--- src/rtl/uart_tx.sv ---
// uart_tx: byte-wide valid/ready intake, serialised as start, 8 data bits LSB first, stop.
// Define UART_TX_PARITY_EN to insert an even parity bit between data bit 7 and stop.
module uart_tx #(
    parameter int unsigned BAUD_DIV = 217,
    parameter int unsigned DATA_W   = 8
) (
    input  logic              clk_i,
    input  logic              rst_ni,
    input  logic              tx_vld_i,
    input  logic [DATA_W-1:0] tx_data_i,
    output logic              tx_o,
    output logic              txrdy_o
);

    localparam int unsigned     CntW    = $clog2(BAUD_DIV);
    localparam logic [CntW-1:0] CntMax  = CntW'(BAUD_DIV - 1);
    localparam logic [2:0]      BitLast = 3'(DATA_W - 1);

`ifdef UART_TX_PARITY_EN
    typedef enum logic [2:0] {StIdle, StStart, StData, StParity, StStop} state_e;
`else
    typedef enum logic [2:0] {StIdle, StStart, StData, StStop} state_e;
`endif

    state_e              state_q, state_d;
    logic [CntW-1:0]     cnt_q, cnt_d;
    logic [2:0]          bit_q, bit_d;
    logic [DATA_W-1:0]   shift_q, shift_d;
    logic                tx_q, tx_d;
    logic                txrdy_q, txrdy_d;
    logic                baud_end;
`ifdef UART_TX_PARITY_EN
    logic                par_q, par_d;
`endif

    assign baud_end = (cnt_q == CntMax);
    assign tx_o     = tx_q;
    assign txrdy_o  = txrdy_q;

    always_ff @(posedge clk_i or negedge rst_ni) begin
        if (!rst_ni) begin
            state_q <= StIdle;
            cnt_q   <= '0;
            bit_q   <= '0;
            shift_q <= '0;
            tx_q    <= 1'b1;
            txrdy_q <= 1'b1;
`ifdef UART_TX_PARITY_EN
            par_q   <= 1'b0;
`endif
        end else begin
            state_q <= state_d;
            cnt_q   <= cnt_d;
            bit_q   <= bit_d;
            shift_q <= shift_d;
            tx_q    <= tx_d;
            txrdy_q <= txrdy_d;
`ifdef UART_TX_PARITY_EN
            par_q   <= par_d;
`endif
        end
    end

    always_comb begin
        state_d = state_q;
        cnt_d   = cnt_q;
        bit_d   = bit_q;
        shift_d = shift_q;
`ifdef UART_TX_PARITY_EN
        par_d   = par_q;
`endif
        unique case (state_q)
            StIdle: begin
                if (tx_vld_i) begin
                    state_d = StStart;
                    cnt_d   = '0;
                    shift_d = tx_data_i;
`ifdef UART_TX_PARITY_EN
                    par_d   = ^tx_data_i;
`endif
                end
            end
            StStart: begin
                cnt_d = baud_end ? '0 : cnt_q + CntW'(1);
                if (baud_end) state_d = StData;
            end
            StData: begin
                cnt_d = baud_end ? '0 : cnt_q + CntW'(1);
                if (baud_end) begin
                    shift_d = {1'b0, shift_q[DATA_W-1:1]};
                    bit_d   = bit_q + 3'd1;
`ifdef UART_TX_PARITY_EN
                    if (bit_q == BitLast) state_d = StParity;
`else
                    if (bit_q == BitLast) state_d = StStop;
`endif
                end
            end
`ifdef UART_TX_PARITY_EN
            StParity: begin
                cnt_d = baud_end ? '0 : cnt_q + CntW'(1);
                if (baud_end) state_d = StStop;
            end
`endif
            StStop: begin
                cnt_d = baud_end ? '0 : cnt_q + CntW'(1);
                if (baud_end) state_d = StIdle;
            end
            default: state_d = StIdle;
        endcase
    end

    // Outputs decoded from the next state so tx/txrdy flops change on the same edge as state.
    always_comb begin
        tx_d    = 1'b1;
        txrdy_d = 1'b0;
        unique case (state_d)
            StIdle:   txrdy_d = 1'b1;
            StStart:  tx_d    = 1'b0;
            StData:   tx_d    = shift_d[0];
`ifdef UART_TX_PARITY_EN
            StParity: tx_d    = par_q;
`endif
            StStop:   tx_d    = 1'b1;
            default:  tx_d    = 1'b1;
        endcase
    end

endmodule

--- config.mk ---
export PLATFORM = sky130hd
export DESIGN_NAME = uart_tx
export DESIGN_NICKNAME = d
export VERILOG_FILES = /design/src/rtl/uart_tx.sv
export SDC_FILE = /design/constraint.sdc
export NUM_CORES = 1
export LEC_CHECK = 0
export ABC_AREA = 1
export ABC_CLOCK_PERIOD_IN_PS = 1900
export CORE_MARGIN = 2
export CORE_UTILIZATION = 33
export DETAILED_ROUTE_END_ITERATION = 6
export SETUP_SLACK_MARGIN = 0.05
export SKIP_LAST_GASP = 1
export SLEW_MARGIN = 10
export SYNTH_ARGS = -nofsm -noshare
export SYNTH_HDL_FRONTEND = slang
export SYNTH_SLANG_ARGS = --single-unit
--- constraint.sdc ---
create_clock -name clk_i -period 1.9 [get_ports clk_i]
set_clock_uncertainty 0.15 [all_clocks]
set_input_delay 0.38 -clock clk_i [delete_from_list [all_inputs] [get_ports clk_i]]
set_output_delay 0.38 -clock clk_i [all_outputs]
set_load 0.01 [all_outputs]
======== Yosys cells after proc, flatten, opt, wreduce, memory -nomap -nowiden ========
Cells that the tools add are included.
storage, ports and cells
  bits in latches ......................... 0
  memory bits (read-only) ................. 0
  bits in registers ....................... 24
  memory bits (writable) .................. 0
  output and inout port bits .............. 2
  logic and storage cells ................. 40
  memories ................................ 0
  bits of input ports ..................... 11
operators by class
  divide/modulo/power cells ............... 0
  $lt $le $gt $ge ......................... 0
  $add $sub $neg .......................... 2
  multiplexer cells ....................... 14
  equality and inequality tests ........... 9
  bitwise operators ....................... 0
  reduce and logical (&&, ||, !) cells .... 8
  shift-type cells ........................ 0
  $mul .................................... 0
operators by type and width
  cell                                                 number
  2-to-1 mux 8 bit                                     4
  one-hot mux 8 bit (2 select lines)                   2
  2-to-1 mux 3 bit                                     5
  one-hot mux 3 bit (4 select lines)                   1
  equality test 3 x 2 -> 1 bit, second input constant  3
  adder 8 x 1 -> 8 bit, second input constant          1
  equality test 8 bit, second input constant           1
  equality test 3 x 1 -> 1 bit, second input constant  2
  logical NOT 3 bit                                    2
  != test 2 bit, second input constant                 2
  AND reduction 2 bit                                  2
  nonzero test 2 bit                                   2
  adder 3 x 1 -> 3 bit, second input constant          1
  equality test 3 bit, second input constant           1
  AND reduction 3 bit                                  1
  OR reduction 3 bit                                   1
  one-hot mux 1 bit (2 select lines)                   1
  2-to-1 mux 1 bit                                     1

======== Logic depth before layout (Yosys ltp) ========
Gate-level depths: netlist (run 1).
  depth in word-level cells ............... 6
  mapped depth ............................ 11
  mapped depth without buffers ............ 11

======== Worst setup path after synthesis (run 1) ========
Ideal clock, no wire load.
  kind .................................... register -> register
  start ................................... reg cnt_q[0]
  end ..................................... reg bit_q[1]
  slack ................................... 0.274 ns
  buffers on the path ..................... 0
  period minus slack after synthesis ...... 1.626 ns
  setup time .............................. 0.125 ns
  data required time ...................... 1.625 ns
  cell stages (with the launch flop) ...... 7
  arrival time ............................ 1.351 ns
  path through ............................ dfrtp_1 -> inv_1 -> ha_1 -> nand3_1 -> nor2_8 -> nand2_4 -> mux2_4
between the ends
  cells in the longest elaborated chain, start to end .. 2
ends and longest elaborated chain
  what                           RTL line  source
  from (decl)                    26        logic [CntW-1:0] cnt_q, cnt_d;
  from (signal assigned)         53        cnt_q <= cnt_d;
  equality test 8 bit            36        assign baud_end = (cnt_q == CntMax);
  AND reduction 2 bit (no line)  n/a
  to (signal assigned)           54        bit_q <= bit_d;
  to (decl)                      27        logic [2:0] bit_q, bit_d;
No other way between the ends.
A chain may end at the register's enable or synchronous reset.

======== Final worst setup path (run 1) ========
  start ................................... reg cnt_q[0]
  end ..................................... reg shift_q[4]
between the ends
  cells in the longest elaborated chain, start to end .. 3
ends and longest elaborated chain
  what                           RTL line  source
  equality test 8 bit            36
  != test 2 bit (no line)        n/a
  AND reduction 3 bit (no line)  n/a
  to (signal assigned)           55        shift_q <= shift_d;
  to (decl)                      28        logic [DATA_W-1:0] shift_q, shift_d;
No other way between the ends.

==> results of run 1 <==
synthesized netlist by cell type, drive strengths merged:
| cell type | instances | area share |
|---|---|---|
| nand2 | 45 | 0.14 |
| mux2 | 2 | 0.023 |
| conb | 1 | 0.0029 |
| inv | 25 | 0.073 |
| xnor2 | 1 | 0.0068 |
| o21ai | 7 | 0.027 |
| buf | 1 | 0.0039 |
| nand3 | 17 | 0.074 |
| ha | 4 | 0.039 |
| dfstp | 2 | 0.041 |
| nor2 | 14 | 0.062 |
| nand4 | 2 | 0.0098 |
| dfrtp | 22 | 0.43 |
| o211ai | 5 | 0.029 |
| a21oi | 7 | 0.030 |
| nor3 | 1 | 0.0039 |
final cells by class:
cell class	count	area, um^2
fill	380	2110
sequential	24	603
multi-input combinational	106	587
timing repair buffer	18	163
inverter	25	93.8
tap	48	60.1
clock buffer	3	41.3
clock inverter	1	30.0
registers in the layout, summed over array words and instances (netlist names):
register  cells
bit_q         3
cnt_q         8
shift_q       8
state_q       3
tx_o          1
txrdy_o       1
cell usage in the layout (no fill, tap or decap), types with 6 or more instances in the layout:
master and instances:
nand2_1 40, dfrtp_1 22, inv_1 17, nand3_1 14
nor2_1 11, clkdlybuf4s50_1 10, inv_2 8, o21ai_0 6
a21oi_1 6, buf_4 6
critical path, stage by stage (launching register included):
cell and delay [ps]:
dfrtp_1 410, inv_1 100, ha_1 210, nand3_2 140, nor2_8 160, nand2_4 120, nand2_2 120, inv_2 60
nand2_1 50, o211ai_1 70
stage by stage:
stage / area (um^2) / utilization / setup slack, ps
6_report: 1580 / 0.428 / 184
5_1_grt: 1580 / 0.428 / 38.7
4_1_cts: 1560 / 0.422 / 89.3
3_5_place_dp: 1490 / 0.403 / 83.0
3_3_place_gp: 1490 / 0.403 / 95.3
2_1_floorplan: 1280 / - / 274
power by group through the flow:
stage	clock, W	sequential (W)	combinational [W]
final	0.000443	0.000605	0.000194
after global routing	0.000475	0.000611	0.000225
after CTS	0.000452	0.000604	0.000197
after detailed placement	0	0.000615	0.000198
after global placement	0	0.000613	0.000189
after floorplan	0	0.000608	0.000118
metal layers:
| layer | up-vias | part of all wire | track usage |
|---|---|---|---|
| met5 | - | 0 | 0 |
| met4 | 0 | 0.0085 | 0.0536 |
| met3 | 2 | 0.033 | 0.0153 |
| met2 | 19 | 0.47 | 0.229 |
| met1 | 503 | 0.49 | 0.173 |
| li1 | 536 | - | - |
logic make-up after synthesis:
group,Yosys count
simple gates,79
xor+xnor,1
other cells,1
mux,2
flops,24
buf+inv,26
compound gates,19
fa+ha+maj,4
path summary, 6_finish.rpt:
| kind | cells past startpoint | slack (ps) | endpoint |
|---|---|---|---|
| max in group asynchronous | 2 | 1000 | txrdy_o |
| min reg2reg | 1 | 350 | bit_q[0] |
| max reg2reg | 9 | 180 | shift_q[4] |
| min | 2 | 320 | shift_q[2] |
| min in group clk_i | 1 | 350 | bit_q[0] |
| max | 9 | 180 | shift_q[4] |
timing repair:
action                     4_1_cts  5_1_grt
pin swaps                        0        1
resized for setup                2        2
setup endpoints to repair        2        8
setup buffers                    0        2
==> impl_metrics.yaml, run 1 <==
cts:
  cts_buffers: 3
  clock_path_buffers: 2
  hold_buffers: 0
  h-tree-depth: 1
  cts_tree: "yes"
  cts.clk_slew.worst_paths_ps: 90
  clk_latency_ps: 270
  root_buffer: "clkbuf_8"
  cts.sinks: 24
global_routing:
  antenna_found_initial: 0
  grtUsageTotal: 0.134
  grt-ovfl-total: 0
  grt_max_degree: 25
  grt_pass1_wl_um: 4560
  grt_pass1_vias: 1081
finish:
  nNetsFinal: 193
  area_growth_pct: 23.1
  antenna_cells: 0
  finalNonFillerCells: 225
  final_layout_size_suffix_gt1_frac: 0.192
setup_path:
  end_kind: "flop"
  critPathMaxFanout: 8
  r2r_start: "cnt_q[0]"
  crit_type: "flop to flop"
  timing.critical_path.from: "cnt_q[0]"
  arrival_ps: 1710
  crit_required_ps: 1890
  worstSetupStartpointType: "flop"
placed_design:
  place_hpwl_um: 1950
  post-place-cells: 219
  place.gp.congestion: 0.831
  port_buffers: 12
pwr:
  p_leak_nw: 0.800
  total_power_w: 0.00124
  power_switching_w: 0.000308
  comb_power_share: 0.156
  power_density_mw_per_mm2: 787
  p_seq_frac: 0.487
  switching_share: 0.248
  power.internal_w: 0.000934
  ir_drop_uv: 382
  p_clk_frac: 0.357
worst_hold_path:
  hold_path.class: "input port to asynchronous set/reset pin"
timing:
  tns_ps: 0
  setup_viol: 0
  finalHoldViolations: 0
  max_freq_ghz: 0.583
  slew_viol_final: 0
  period_needed_ps: 1720
  rsz0062_at_grt: "false"
  whs_ps: 317
  period_share: 0.903
floorplanning:
  initial_core_util: 0.347
  core.rowCount: 22
  io_pins: 13
  die_x_um: 66.3
  die-area_mm2: 0.00440
  coreArea_mm2: 0.00369
  chipHeight_um: 66.3
logic_synthesis:
  synth_fp_nets: 171
  synth-xor-area-share: 0.00684
  yosys_warnings: 0
  ys_ff_latch: 24
  synth.distinct_cells: 25
  synth_simple_gate_area_share: 0.293
  syn_area_mm2: 0.00128
  syn_avg_cell_area_um2: 8.21
  synthMuxAreaShare: 0.0234
  synth_top_family_by_area: "simple AND/OR/NAND/NOR gates"
  ys_seq_area_frac: 0.471
  synth_fa_ha_area_frac: 0.0391
  synth_compound_area_frac: 0.0869
  syn_inst: 156
detailed_routing:
  drc: 0
  vias: 1060
  drtPass1Iterations: 4
  wl_per_cell_um: 11.6
  drt-vias-per-instance: 4.71
  drtIter0Drc: 55
  wl_um: 2600
  ant_nets: 0
run:
  drv_cap: 0
run_status:
  status: "completed"
No activity file was read; power rests on OpenSTA's default activity.
==> run 2: changes to the inputs <==
--- a/config.mk
+++ b/config.mk
@@ -7,6 +7,7 @@
 export LEC_CHECK = 0
 export ABC_AREA = 1
 export ABC_CLOCK_PERIOD_IN_PS = 1900
+export CAP_MARGIN = 20
 export CORE_MARGIN = 2
 export CORE_UTILIZATION = 33
 export DETAILED_ROUTE_END_ITERATION = 6
==> results of run 2 <==
Same layout as run 1: the final DEF is identical, and so are final timing and power.
==> run 3: changes to the inputs <==
--- a/config.mk
+++ b/config.mk
@@ -6,11 +6,12 @@
 export NUM_CORES = 1
 export LEC_CHECK = 0
 export ABC_AREA = 1
-export ABC_CLOCK_PERIOD_IN_PS = 1900
+export ABC_CLOCK_PERIOD_IN_PS = 1850
 export CAP_MARGIN = 20
 export CORE_MARGIN = 2
 export CORE_UTILIZATION = 33
 export DETAILED_ROUTE_END_ITERATION = 6
+export MAX_ROUTING_LAYER = met4
 export SETUP_SLACK_MARGIN = 0.05
 export SKIP_LAST_GASP = 1
 export SLEW_MARGIN = 10
==> constraint.sdc (replaced) <==
create_clock -name clk_i -period 1.85 [get_ports clk_i]
set_clock_uncertainty 0.15 [all_clocks]
set_input_delay 0.37 -clock clk_i [delete_from_list [all_inputs] [get_ports clk_i]]
set_output_delay 0.37 -clock clk_i [all_outputs]
set_load 0.01 [all_outputs]
==> impl_metrics.yaml, run 3 (synthesis gave the netlist of run 1 again) <==
cts:
  cts_buffers: 3
  cts.clk_slew.worst_paths_ps: 90
  h-tree-depth: 1
  cts_tree: "yes"
  cts.sinks: 24
  clock_path_buffers: 2
  root_buffer: "clkbuf_8"
  hold_buffers: 0
  clk_latency_ps: 270
timing:
  period_needed_ps: 1640
  max_freq_ghz: 0.609
  finalHoldViolations: 0
  setup_viol: 0
  tns_ps: 0
  slew_viol_final: 0
  period_share: 0.887
  rsz0062_at_grt: "false"
pwr:
  ir_drop_uv: 445
  p_leak_nw: 0.798
  power_density_mw_per_mm2: 748
detailed_routing:
  wl_um: 2530
  wl_per_cell_um: 11.2
  vias: 1067
  drtIter0Drc: 112
  drt-vias-per-instance: 4.74
  drc: 0
  drtPass1Iterations: 4
  ant_nets: 0
global_routing:
  grt_pass1_vias: 1049
  antenna_found_initial: 0
  grtUsageTotal: 0.141
  grt_max_degree: 25
  grt_pass1_wl_um: 4580
  grt-ovfl-total: 0
finish:
  antenna_cells: 0
  largestRegisters: "cnt_q (8), shift_q (8)"
  layout_common_cells: "nand2_1 (40), dfrtp_1 (22), inv_1 (16), nand3_1 (14), nor2_1 (11)"
  area_growth_pct: 23.2
  fillCellCount: 388
  finalNonFillerCells: 225
  nNetsFinal: 193
  final_layout_size_suffix_gt1_frac: 0.198
  final_common_cell: "nand2_1"
setup_path:
  r2r_end: "cnt_q[6]"
  r2r_start: "state_q[0]"
  crit_type: "flop to flop"
  r2r_cells: 8
  arrival_ps: 1660
  path_buf_inv: 1
  critPathMaxFanout: 11
  cp_top_family: "simple AND/OR/NAND/NOR gates"
  worstSetupStartpointType: "flop"
  timing.critical_path.from: "state_q[0]"
  crit_path_end: "cnt_q[6]"
  crit_top_cell: "nand2_1"
  r2r_slack_ps: 210
  crit_required_ps: 1870
  end_kind: "flop"
  worstPathCellList: "inv_2 > nand2_2 > nor2_4 > nor2_1 > nand2_1 > o21ai_0 > nand2_1 > nand2_1"
  cp.depth: 8
  slowest_stage: "dfrtp_1"
  critPathMaxStageDelay_ps: 400
run_status:
  status: "completed"
floorplanning:
  initial_core_util: 0.347
  chipHeight_um: 66.3
  die-area_mm2: 0.00440
  coreArea_mm2: 0.00369
  core.rowCount: 22
  die_x_um: 66.3
  io_pins: 13
placed_design:
  place.gp.congestion: 0.883
  place_hpwl_um: 1870
  port_buffers: 12
  post-place-cells: 218
run:
  drv_cap: 0
worst_hold_path:
  hold_path.class: "input port to asynchronous set/reset pin"
run 3: changes by cell type in the layout (fill, tap and decap cells not counted):
cell       change
inv_1          -1
nand2_2        -1
nand2_4        +1
clkbuf_8       +1
bufinv_16      -1
buf_12         +1
inv_2          +1
buf_4          -1
run 3: per-layer routing:
layer,vias up,track usage,share of wire
met5,-,-,0
li1,538,-,-
met2,25,0.223,0.47
met1,500,0.173,0.47
met3,4,0.0375,0.046
met4,0,0.0561,0.0099
run 3: repair_timing:
action / CTS / global route
gates resized for setup: 2 / 4
endpoints found under the setup margin: 2 / 10
pin swaps: 0 / 1
setup buffers: 0 / 3
run 3: layout make-up:
class	instances	area (um^2)	share of cell area
Sequential cell	24	603	0.382
Inverter	25	93.8	0.0594
Tap cell	48	60.1	0.0380
Timing Repair Buffer	18	175	0.111
Multi-Input combinational cell	106	592	0.375
Clock buffer	4	55.1	0.0349
run 3: metrics by stage:
step	utilization	setup WS (ps)	power, W	hold WS [ps]	instance area (um^2)
after floorplan	-	224	0.000745	-75.6	1280
after global placement	0.404	113	0.000821	321	1490
after detailed placement	0.404	75.5	0.000828	327	1490
after CTS	0.419	56.7	0.00119	320	1540
after global routing	0.428	59.6	0.00126	327	1580
final	0.428	208	0.00118	304	1580
run 3: worst min-delay path by stage:
stage / cells past startpoint / startpoint / end
6_report: 2 / rst_ni / cnt_q[3]
4_1_cts: 2 / rst_ni / shift_q[2]
5_1_grt: 2 / rst_ni / cnt_q[3]
3_5_place_dp: 1 / bit_q[0] / bit_q[0]
2_1_floorplan: 0 / rst_ni / bit_q[0]
3_3_place_gp: 1 / bit_q[0] / bit_q[0]
run 3: worst register-to-register path, stage by stage (launching register included):
cell and delay, ps:
dfrtp_1 400, inv_2 80, nand2_2 60, nor2_4 220
nor2_1 90, nand2_1 270, o21ai_0 150, nand2_1 80
nand2_1 40
run 3: report_power, final:
| group | internal [W] | switching, W | leakage, nW |
|---|---|---|---|
| clock network | 0.000190 | 0.000170 | 0.0288 |
| registers | 0.000586 | 0.0000345 | 0.309 |
| logic | 0.0000855 | 0.000115 | 0.460 |
| total | 0.000862 | 0.000319 | 0.798 |
